`src/rtl/led_scanner_pkg.sv`:
```
// Shared types and helpers for the LED scanner.
package led_scanner_pkg;

    typedef enum logic [1:0] {
        BOUNCE    = 2'd0,
        WRAP_UP   = 2'd1,
        WRAP_DOWN = 2'd2,
        FILL      = 2'd3
    } scan_mode_t;

    // Position register width: must hold 0..n for the FILL level.
    function automatic int pos_width(input int n);
        return $clog2(n + 1);
    endfunction

endpackage

```
`src/rtl/led_scanner_if.sv`:
```
// Control/status bundle between the board switches/keys and the LED scanner.
interface led_scanner_if
    import led_scanner_pkg::*;
#(
    parameter int NUM_LEDS   = 10,
    parameter int SPEED_BITS = 2
);
    localparam int PW = pos_width(NUM_LEDS);

    logic [1:0]            mode;
    logic [SPEED_BITS-1:0] speed;
    logic                  pause;
    logic                  step;
    logic [NUM_LEDS-1:0]   leds;
    logic [PW-1:0]         pos;
    logic                  dir_up;
    logic                  tick;
    logic                  end_pulse;

    modport master (
        output mode, speed, pause, step,
        input  leds, pos, dir_up, tick, end_pulse
    );

    modport slave (
        input  mode, speed, pause, step,
        output leds, pos, dir_up, tick, end_pulse
    );

endinterface

```
`src/rtl/led_scanner_tick.sv`:
```
// Clock-enable prescaler: one-cycle tick every 2**(TICK_WIDTH-speed) cycles,
// frozen while paused, where each step pulse yields exactly one tick.
module led_scanner_tick #(
    parameter int TICK_WIDTH = 22,
    parameter int SPEED_BITS = 2
) (
    input  logic                  CLOCK_50,
    input  logic                  reset,
    input  logic [SPEED_BITS-1:0] speed,
    input  logic                  pause,
    input  logic                  step,
    output logic                  tick
);
    logic [TICK_WIDTH-1:0] cnt_reg;
    logic                  tick_reg;
    logic [TICK_WIDTH:0]   span;
    logic [TICK_WIDTH-1:0] term;

    assign span = {1'b1, {TICK_WIDTH{1'b0}}} >> speed;
    assign term = TICK_WIDTH'(span - (TICK_WIDTH + 1)'(1));

    // >= rather than == so a speed-up mid-count terminates on the next cycle
    always_ff @(posedge CLOCK_50) begin
        if (reset) begin
            cnt_reg  <= '0;
            tick_reg <= 1'b0;
        end else if (pause) begin
            tick_reg <= step;
        end else if (cnt_reg >= term) begin
            cnt_reg  <= '0;
            tick_reg <= 1'b1;
        end else begin
            cnt_reg  <= cnt_reg + TICK_WIDTH'(1);
            tick_reg <= 1'b0;
        end
    end

    assign tick = tick_reg;

endmodule

```
`src/rtl/led_scanner.sv`:
```
// Multi-mode LED scanning pattern generator (bounce, wrap up/down, fill).
// Define LED_SCANNER_TRAIL_EN to add a one-LED comet trail in the one-hot modes.
module led_scanner
    import led_scanner_pkg::*;
#(
    parameter int NUM_LEDS   = 10,
    parameter int TICK_WIDTH = 22,
    parameter int SPEED_BITS = 2
) (
    input  logic          CLOCK_50,
    input  logic          reset,
    led_scanner_if.slave  bus
);
    localparam int            PW       = pos_width(NUM_LEDS);
    localparam logic [PW-1:0] POS_LAST = PW'(NUM_LEDS - 1);
    localparam logic [PW-1:0] POS_FULL = PW'(NUM_LEDS);
    localparam logic [PW-1:0] POS_ONE  = PW'(1);

    logic tick_w;

    led_scanner_tick #(
        .TICK_WIDTH (TICK_WIDTH),
        .SPEED_BITS (SPEED_BITS)
    ) u_tick (
        .CLOCK_50 (CLOCK_50),
        .reset    (reset),
        .speed    (bus.speed),
        .pause    (bus.pause),
        .step     (bus.step),
        .tick     (tick_w)
    );

    scan_mode_t    mode_req;
    scan_mode_t    mode_reg, mode_next;
    logic [PW-1:0] pos_reg, pos_next;
    logic          dir_reg, dir_next;
    logic [PW-1:0] top_end;
    logic          end_hit;

    assign mode_req = scan_mode_t'(bus.mode);
    assign top_end  = (mode_req == FILL) ? POS_FULL : POS_LAST;

    always_ff @(posedge CLOCK_50) begin
        if (reset) begin
            mode_reg <= BOUNCE;
            pos_reg  <= '0;
            dir_reg  <= 1'b1;
        end else begin
            mode_reg <= mode_next;
            pos_reg  <= pos_next;
            dir_reg  <= dir_next;
        end
    end

    always_comb begin
        mode_next = mode_reg;
        pos_next  = pos_reg;
        dir_next  = dir_reg;
        end_hit   = 1'b0;
        if (tick_w) begin
            mode_next = mode_req;
            if (mode_req != FILL && pos_reg == POS_FULL) begin
                // Leaving FILL at full level: restart one-hot scan from LED 0
                pos_next = '0;
                dir_next = 1'b1;
            end else begin
                case (mode_req)
                    WRAP_UP: begin
                        dir_next = 1'b1;
                        if (pos_reg == POS_LAST) begin
                            pos_next = '0;
                            end_hit  = 1'b1;
                        end else begin
                            pos_next = pos_reg + POS_ONE;
                        end
                    end
                    WRAP_DOWN: begin
                        dir_next = 1'b0;
                        if (pos_reg == '0) begin
                            pos_next = POS_LAST;
                            end_hit  = 1'b1;
                        end else begin
                            pos_next = pos_reg - POS_ONE;
                        end
                    end
                    default: begin
                        // BOUNCE and FILL reflect off 0 and top_end without dwelling
                        if (dir_reg) begin
                            if (pos_reg == top_end) begin
                                pos_next = top_end - POS_ONE;
                                dir_next = 1'b0;
                                end_hit  = 1'b1;
                            end else begin
                                pos_next = pos_reg + POS_ONE;
                            end
                        end else begin
                            if (pos_reg == '0) begin
                                pos_next = POS_ONE;
                                dir_next = 1'b1;
                                end_hit  = 1'b1;
                            end else begin
                                pos_next = pos_reg - POS_ONE;
                            end
                        end
                    end
                endcase
            end
        end
    end

`ifdef LED_SCANNER_TRAIL_EN
    logic [PW-1:0] prev_pos_reg;

    always_ff @(posedge CLOCK_50) begin
        if (reset) begin
            prev_pos_reg <= '0;
        end else if (tick_w) begin
            prev_pos_reg <= pos_reg;
        end
    end
`endif

    logic [NUM_LEDS-1:0] leds_w;

    genvar gi;
    generate
        for (gi = 0; gi < NUM_LEDS; gi++) begin : g_led
            logic lit_head;
            logic lit_fill;
            assign lit_head = (pos_reg == PW'(gi));
            assign lit_fill = (pos_reg > PW'(gi));
`ifdef LED_SCANNER_TRAIL_EN
            logic lit_tail;
            assign lit_tail   = (prev_pos_reg == PW'(gi));
            assign leds_w[gi] = (mode_reg == FILL) ? lit_fill : (lit_head | lit_tail);
`else
            assign leds_w[gi] = (mode_reg == FILL) ? lit_fill : lit_head;
`endif
        end
    endgenerate

    assign bus.leds      = leds_w;
    assign bus.pos       = pos_reg;
    assign bus.dir_up    = dir_reg;
    assign bus.tick      = tick_w;
    assign bus.end_pulse = end_hit;

endmodule

```
`src/flat_wrapper.sv`:
```
// flat-port wrapper written by rule: the top's interface ports become plain ports
module led_scanner_flat import led_scanner_pkg::*;
#(
    parameter int NUM_LEDS   = 10,
    parameter int TICK_WIDTH = 22,
    parameter int SPEED_BITS = 2
)
  (CLOCK_50, reset, bus_mode, bus_speed, bus_pause, bus_step, bus_leds, bus_pos, bus_dir_up, bus_tick, bus_end_pulse);
  led_scanner_if #(.NUM_LEDS(NUM_LEDS), .SPEED_BITS(SPEED_BITS)) bus_i ();
  input  logic CLOCK_50;
  input  logic reset;
  input wire logic [$bits(bus_i.mode)-1:0] bus_mode;
  input wire logic [$bits(bus_i.speed)-1:0] bus_speed;
  input wire logic [$bits(bus_i.pause)-1:0] bus_pause;
  input wire logic [$bits(bus_i.step)-1:0] bus_step;
  output wire logic [$bits(bus_i.leds)-1:0] bus_leds;
  output wire logic [$bits(bus_i.pos)-1:0] bus_pos;
  output wire logic [$bits(bus_i.dir_up)-1:0] bus_dir_up;
  output wire logic [$bits(bus_i.tick)-1:0] bus_tick;
  output wire logic [$bits(bus_i.end_pulse)-1:0] bus_end_pulse;
  assign bus_i.mode = bus_mode;
  assign bus_i.speed = bus_speed;
  assign bus_i.pause = bus_pause;
  assign bus_i.step = bus_step;
  assign bus_leds = bus_i.leds;
  assign bus_pos = bus_i.pos;
  assign bus_dir_up = bus_i.dir_up;
  assign bus_tick = bus_i.tick;
  assign bus_end_pulse = bus_i.end_pulse;
  led_scanner #(.NUM_LEDS(NUM_LEDS), .TICK_WIDTH(TICK_WIDTH), .SPEED_BITS(SPEED_BITS)) u_core (.CLOCK_50(CLOCK_50), .reset(reset), .bus(bus_i));
endmodule
```
`config.mk`:
```
export PLATFORM = sky130hd
export DESIGN_NAME = led_scanner_flat
export DESIGN_NICKNAME = d
export VERILOG_FILES = /design/src/rtl/led_scanner_pkg.sv /design/src/rtl/led_scanner_if.sv /design/src/rtl/led_scanner_tick.sv /design/src/rtl/led_scanner.sv /design/src/flat_wrapper.sv
export SDC_FILE = /design/constraint.sdc
export NUM_CORES = 1
export LEC_CHECK = 0
export BUFFER_PORTS_ARGS = -buffer_cell sky130_fd_sc_hd__buf_4
export CAP_MARGIN = 0
export CORE_MARGIN = 5
export CORE_UTILIZATION = 45
export DETAILED_ROUTE_END_ITERATION = 8
export HOLD_SLACK_MARGIN = 0.08
export PLACE_DENSITY_LB_ADDON = 0.15
export SYNTH_ARGS = -nofsm -noshare
export SYNTH_HDL_FRONTEND = slang
export SYNTH_SLANG_ARGS = --single-unit
```
`constraint.sdc`:
```
create_clock -name CLOCK_50 -period 2.8 [get_ports CLOCK_50]
set_input_delay 0.7 -clock CLOCK_50 [delete_from_list [all_inputs] [get_ports CLOCK_50]]
set_output_delay 0.7 -clock CLOCK_50 [all_outputs]
set_load 0.05 [all_outputs]
```
=== Yosys cells after proc, flatten, opt, wreduce, memory -nomap -nowiden ===
Cells that the tools add are included.

* Input port bits: 8
* Word-level logic and storage cells: 72
* Output and inout port bits: 17
* Register bits after elaboration: 30

* Reductions and logical operators: 2
* Equality and inequality tests: 16
* Mux-type cells: 32
* Shift operators: 1
* Order comparisons: 11
* Add/sub/neg operators: 5

{| class="wikitable"
|+ Operator list
! operator !! number
|-
| $mux W4 || 6
|-
| $shr A23 B2 Y22 const A || 1
|-
| $add A22 B1 Y22 const B || 1
|-
| $ge A22 B22 Y1 || 1
|-
| $mux W22 || 1
|-
| $sub A22 B1 Y22 const B || 1
|-
| $mux W1 || 21
|-
| $eq A4 B3 Y1 const B || 4
|-
| $gt A4 B3 Y1 const B || 4
|-
| $eq A4 B4 Y1 const B || 3
|-
| $eq A4 B2 Y1 const B || 2
|-
| $gt A4 B1 Y1 const B || 2
|-
| $gt A4 B2 Y1 const B || 2
|-
| $gt A4 B4 Y1 const B || 2
|-
| $pmux W4 S2 || 1
|-
| $sub A4 B1 Y4 const B || 2
|-
| $eq A2 B2 Y1 const B || 3
|-
| $add A4 B1 Y4 const B || 1
|-
| $eq A4 B1 Y1 const B || 1
|-
| $eq A4 B4 Y1 || 1
|-
| $logic_not A4 Y1 || 1
|-
| $pmux W1 S2 || 2
|-
| $eq A2 B1 Y1 const B || 1
|-
| $mux W2 || 1
|-
| 2 further kinds || 2
|}

=== Longest topological paths before layout ===
* Depth in word-level cells: 8
* Mapped depth: 9
* Depth with buffers taken out: 7

=== Cells and area by module ===
Synthesis repeated with hierarchy kept, for this count alone.

* Cells, all modules: 268
* Area, all modules: 2162.1 sq um

{| class="wikitable"
|+ Modules (own cells, without submodules)
! module !! area each (sq um) !! times used !! cells an instance !! seq. area each (sq um)
|-
| led_scanner_tick || 1244.9 || 1 || 135 || 460.4
|-
| led_scanner || 917.1 || 1 || 133 || 140.1
|}

=== Worst setup path after synthesis ===
Ideal clock, no wire load.

* Kind: reg-to-output
* Start point: register u_core.pos_reg[0], in the netlist u_core.bus.pos[0]
* End point: output bus_end_pulse
* Setup slack: -0.935 ns
* Arrival: 3.035 ns
* Cell stages (with the launch flop): 8
* Cells stage by stage: dfxtp_1 clkbuf_1 inv_1 ha_1 or3b_1 clkbuf_1 o21a_1 a221oi_1

* Word-level cells in the longest chain between the ends: 6
* Elaborated cells on any way between the ends: 12
* Those cells by class: 3 x eq/ne; 7 x mux; 2 x reduce/logical

{| class="wikitable"
|+ Ends and longest elaborated chain
! element !! RTL line !! text
|-
| start: declaration || led_scanner.sv:35 || <nowiki>logic [PW-1:0] pos_reg, pos_next;</nowiki>
|-
| start signal: assignment || led_scanner.sv:50 || <nowiki>pos_reg <= pos_next;</nowiki>
|-
| $eq A4 B4 Y1 / $logic_not A4 Y1 (equally long branches) || led_scanner.sv:89, led_scanner.sv:79, led_scanner.sv:97 ||
|-
| $mux W1, on equally long branches || led_scanner.sv:89, led_scanner.sv:79, led_scanner.sv:97 ||
|-
| $mux W1 || led_scanner.sv:88 || <nowiki>if (dir_reg) begin</nowiki>
|-
| $pmux W1 S2 || led_scanner.sv:67 || <nowiki>case (mode_req)</nowiki>
|-
| $mux W1 * || led_scanner.sv:62 || <nowiki>if (mode_req != FILL && pos_reg == POS_FULL) begin</nowiki>
|-
| $mux W1 * || led_scanner.sv:60 || <nowiki>if (tick_w) begin</nowiki>
|-
| end: declaration || flat_wrapper.sv:20 || <nowiki>output wire logic [$bits(bus_i.end_pulse)-1:0] bus_end_pulse;</nowiki>
|}

Mark *: on every way between the ends. The rest lies on a longest branch, timed or not.

=== Worst setup path in the final report ===
* Start point: input bus_mode[1]
* End point: output bus_end_pulse

* Word-level cells in the longest chain between the ends: 8
* Elaborated cells on any way between the ends: 12
* Those cells by class: 5 x eq/ne; 6 x mux; 1 x reduce/logical

{| class="wikitable"
|+ Ends and longest elaborated chain
! element !! RTL line !! text
|-
| start: declaration || flat_wrapper.sv:12 || <nowiki>input wire logic [$bits(bus_i.mode)-1:0] bus_mode;</nowiki>
|-
| $eq A2 B2 Y1 || led_scanner.sv:41 || <nowiki>assign top_end = (mode_req == FILL) ? POS_FULL : POS_LAST;</nowiki>
|-
| $mux W2 || led_scanner.sv:41 ||
|-
| $eq A4 B4 Y1 || led_scanner.sv:89 || <nowiki>if (pos_reg == top_end) begin</nowiki>
|-
| $mux W1 || led_scanner.sv:89 ||
|-
| $mux W1 || led_scanner.sv:88 ||
|-
| $pmux W1 S2 || led_scanner.sv:67 ||
|-
| $mux W1 * || led_scanner.sv:62 ||
|-
| $mux W1 * || led_scanner.sv:60 ||
|}

Marked as above.

==> flow_summary.json <==
{
  "n_antenna_cell": 0,
  "ys.warnings.count": 0,
  "path_delay_family": "simple AND/OR/NAND/NOR gates",
  "slowest_delay_ns": 0.39,
  "p_leak_nw": 1.056,
  "wl_per_cell_um": 13.54,
  "clock-sinks": 30,
  "area_delta_synth_final_pct": 23.37,
  "status": "complete, no violations",
  "routed_wl_mm": 4.577,
  "first_global_vias": 1702,
  "h-tree-depth": 2,
  "syn_nets": 272,
  "fin_crit_ns": 2.786,
  "rows": 24,
  "num_vias": 1829,
  "syn_avg_cell_area_sq_um": 8.022,
  "grt_overflow_total": 0,
  "grt_max_degree": 20,
  "cpMaxStageDelayCell": "or3b_4",
  "dpl.hpwl_mm": 3.423,
  "largest_register_ffs": 22,
  "buffer_ports.inserted": 24,
  "clkLatencyLatePin_ns": 0.28,
  "yosys_most_used_dff": "dfxtp_1",
  "rsz0062_at_grt": "yes",
  "synth-edff-count": 0,
  "routed_via_density": 5.411,
  "r2r_end": "u_core.bus.pos[1]",
  "path_class": "in2out",
  "cp.arrival_ns": 2.09,
  "cts_buffer_depth": 2,
  "crit_chain": "buf_8 -> ha_4 -> or3b_4 -> a21oi_4 -> nand2_2 -> a221oi_4 -> buf_6",
  "setup_tns_ns": 0,
  "gp_congestion": 0.9098,
  "hp-start": "u_core.mode_reg[1]",
  "grt_pass1_wl_mm": 7.914,
  "hold_viol": 0,
  "pin_count": 25,
  "fmax_mhz": 359.0,
  "synthArstFlopShare": 0,
  "ir_worst_vdd_mv": 0.3094,
  "core-area_sq_um": 4354,
  "synthCells": 253,
  "min_period_over_period": 0.9949,
  "die-area_sq_um": 5953,
  "drtAntennaViolNets": 0,
  "chipHeight_um": 77.16,
  "cts_tree": "yes",
  "dr.pass1.iters": 4,
  "drtIter0Drc": 116,
  "post-route-util": 0.5750,
  "worstPathMaxFanout": 2,
  "drc": 0,
  "ys_types": 52,
  "grt.total_usage": 0.1607,
  "maxCapViolCount": 0,
  "fillers": 372,
  "cts_made_buffers": 5,
  "min_to": "u_core.mode_reg[1]",
  "die_w_um": 77.16,
  "clkSlewWorstSetupHoldPaths_ns": 0.05,
  "yosys-mux-area-fraction": 0.02528,
  "antenna_found_initial": 0,
  "synth-compound-area-share": 0.1615,
  "synth_xor_area_frac": 0.1036,
  "min_delay_path_depth": 2,
  "ff2ff_path_depth": 7,
  "hp-class": "reg2reg",
  "power_per_cell_area_nw_per_um2": 401.1,
  "ys_ff_latch": 30,
  "synth_top_family_by_area": "simple AND/OR/NAND/NOR gates",
  "syn_area_sq_um": 2029,
  "setup_violations": 0,
  "critical_path_required_ns": 2.10,
  "drive_gt1_frac": 0.2413,
  "cp_num_cells": 7,
  "skew_ns": 0.006199,
  "initial_core_util": 0.4661,
  "reg2reg_from": "u_core.bus.pos[0]",
  "yosysSeqAreaShare": 0.2959,
  "yosys.area_share.adder": 0.06782,
  "worst_pin_slew_ns": 0.5543,
  "worst-path-buf-inv": 2,
  "maxSlewViolCount": 0,
  "synth-simple-area-share": 0.2861,
  "start_kind": "primary input",
  "relSlewSlack": 0.6300,
  "rrSetupSlack_ns": 0.94,
  "cts_root_buf": "clkbuf_8",
  "final_nets": 304,
  "critPathCaptureType": "output port"
}
==> layer usage <==
metal	track usage	share of wire	vias to the layer above
li1	-	-	954
met1	0.2252	0.51	824
met2	0.2281	0.41	44
met3	0.05269	0.061	7
met4	0.05670	0.017	0
met5	0	0	-
==> kinds of logic (layout without fill, tap and decap cells) <==
logic type,Yosys count,in the layout
compound gates,50,50
mux,5,5
flops,30,30
buf+inv,25,58
xor+xnor,24,24
fa+ha+maj,11,11
simple gates,108,108
==> where the power goes <==
group / switching [mW] / total [mW] / leakage [nW] / internal [mW]
clock: 0.151 / 0.348 / 0.0482 / 0.198
sequential: 0.0133 / 0.448 / 0.244 / 0.434
combinational: 0.119 / 0.208 / 0.764 / 0.0891
total: 0.283 / 1.00 / 1.06 / 0.721
==> final cells by class <==
| class | instances | area [sq um] | area share |
|---|---|---|---|
| well taps | 52 | 65.06 | 0.02599 |
| multi-input cells | 198 | 1376 | 0.5497 |
| clock inverters | 1 | 5.005 | 0.001999 |
| flip-flops and latches | 30 | 605.6 | 0.2419 |
| clock buffers | 7 | 86.33 | 0.03448 |
| repair buffers | 40 | 327.8 | 0.1309 |
| inverters | 10 | 37.54 | 0.01499 |
==> through the flow <==
step	cells	setup WS (ns)	hold WS [ns]	total power [mW]	cell area, sq um
2_1_floorplan	253	0.01746	0.4744	0.5991	2105
3_3_place_gp	328	-0.03876	0.4947	0.6590	2372
3_5_place_dp	328	-0.06645	0.5034	0.6585	2372
4_1_cts	338	0.01552	0.5190	1.017	2497
5_1_grt	338	-0.04822	0.5610	1.061	2504
6_report	338	0.01416	0.5115	1.004	2504
==> cell usage after synthesis, types with 2 or more instances <==
cell type / instances / area, sq um
o21ai_0: 12 / 60.06
and2_1: 5 / 31.28
mux2i_1: 4 / 40.04
inv_1: 10 / 37.54
nor3_1: 5 / 25.02
a21o_1: 2 / 15.01
nand2b_1: 3 / 18.77
buf_2: 3 / 15.01
a21oi_1: 13 / 65.06
nor2_1: 38 / 142.6
and4_1: 4 / 35.03
o22ai_1: 5 / 31.28
nor3b_1: 2 / 15.01
nand4_1: 6 / 37.54
dfxtp_1: 30 / 600.6
and3_1: 3 / 18.77
a31o_2: 2 / 17.52
xor2_1: 14 / 122.6
nand2_1: 15 / 56.30
or2_2: 2 / 12.51
clkbuf_1: 10 / 37.54
ha_1: 11 / 137.6
nor4_1: 2 / 12.51
xnor2_1: 10 / 87.58
a221oi_1: 2 / 17.52
nand3_1: 14 / 70.07
==> how the worst max path moves through the flow <==
stage / to / slack (ns) / start
6_report: bus_end_pulse / 0.01 / bus_mode[1]
5_1_grt: bus_end_pulse / -0.05 / bus_mode[1]
2_1_floorplan: bus_end_pulse / 0.02 / bus_mode[0]
4_1_cts: bus_end_pulse / 0.02 / bus_mode[1]
3_3_place_gp: bus_end_pulse / -0.04 / bus_mode[0]
3_5_place_dp: bus_end_pulse / -0.07 / bus_mode[0]
==> timing repair <==
action,in CTS,in global routing
resized for setup,4,2
hold buffers,0,0
setup endpoints to repair,1,1
buffers inserted,2,0
pin swaps,4,1
==> worst reg2reg max path, stage by stage (launching register included) <==
cell and delay, ns:
dfxtp_4 0.37, inv_2 0.13, ha_4 0.19, or3b_4 0.39
buf_4 0.17, a31oi_1 0.15, o21ai_0 0.10, a31o_2 0.26
==> cells in the final DEF, fill, tap and decap left out, types with 2 or more instances in the layout <==
cell type / n
a21o_1: 2
a21oi_1: 12
a31o_2: 2
and2_1: 5
and3_1: 3
and4_1: 4
buf_4: 36
buf_6: 2
clkbuf_8: 6
dfxtp_1: 28
ha_1: 9
ha_4: 2
inv_1: 9
mux2i_1: 4
nand2_1: 14
nand2b_1: 3
nand3_1: 14
nand4_1: 6
nor2_1: 38
nor3_1: 5
nor3b_1: 2
nor4_1: 2
o21ai_0: 10
o21ai_1: 3
o22ai_1: 5
or2_2: 2
or3b_4: 2
xnor2_1: 9
xor2_1: 14
Power figures use the tool's default switching activity.
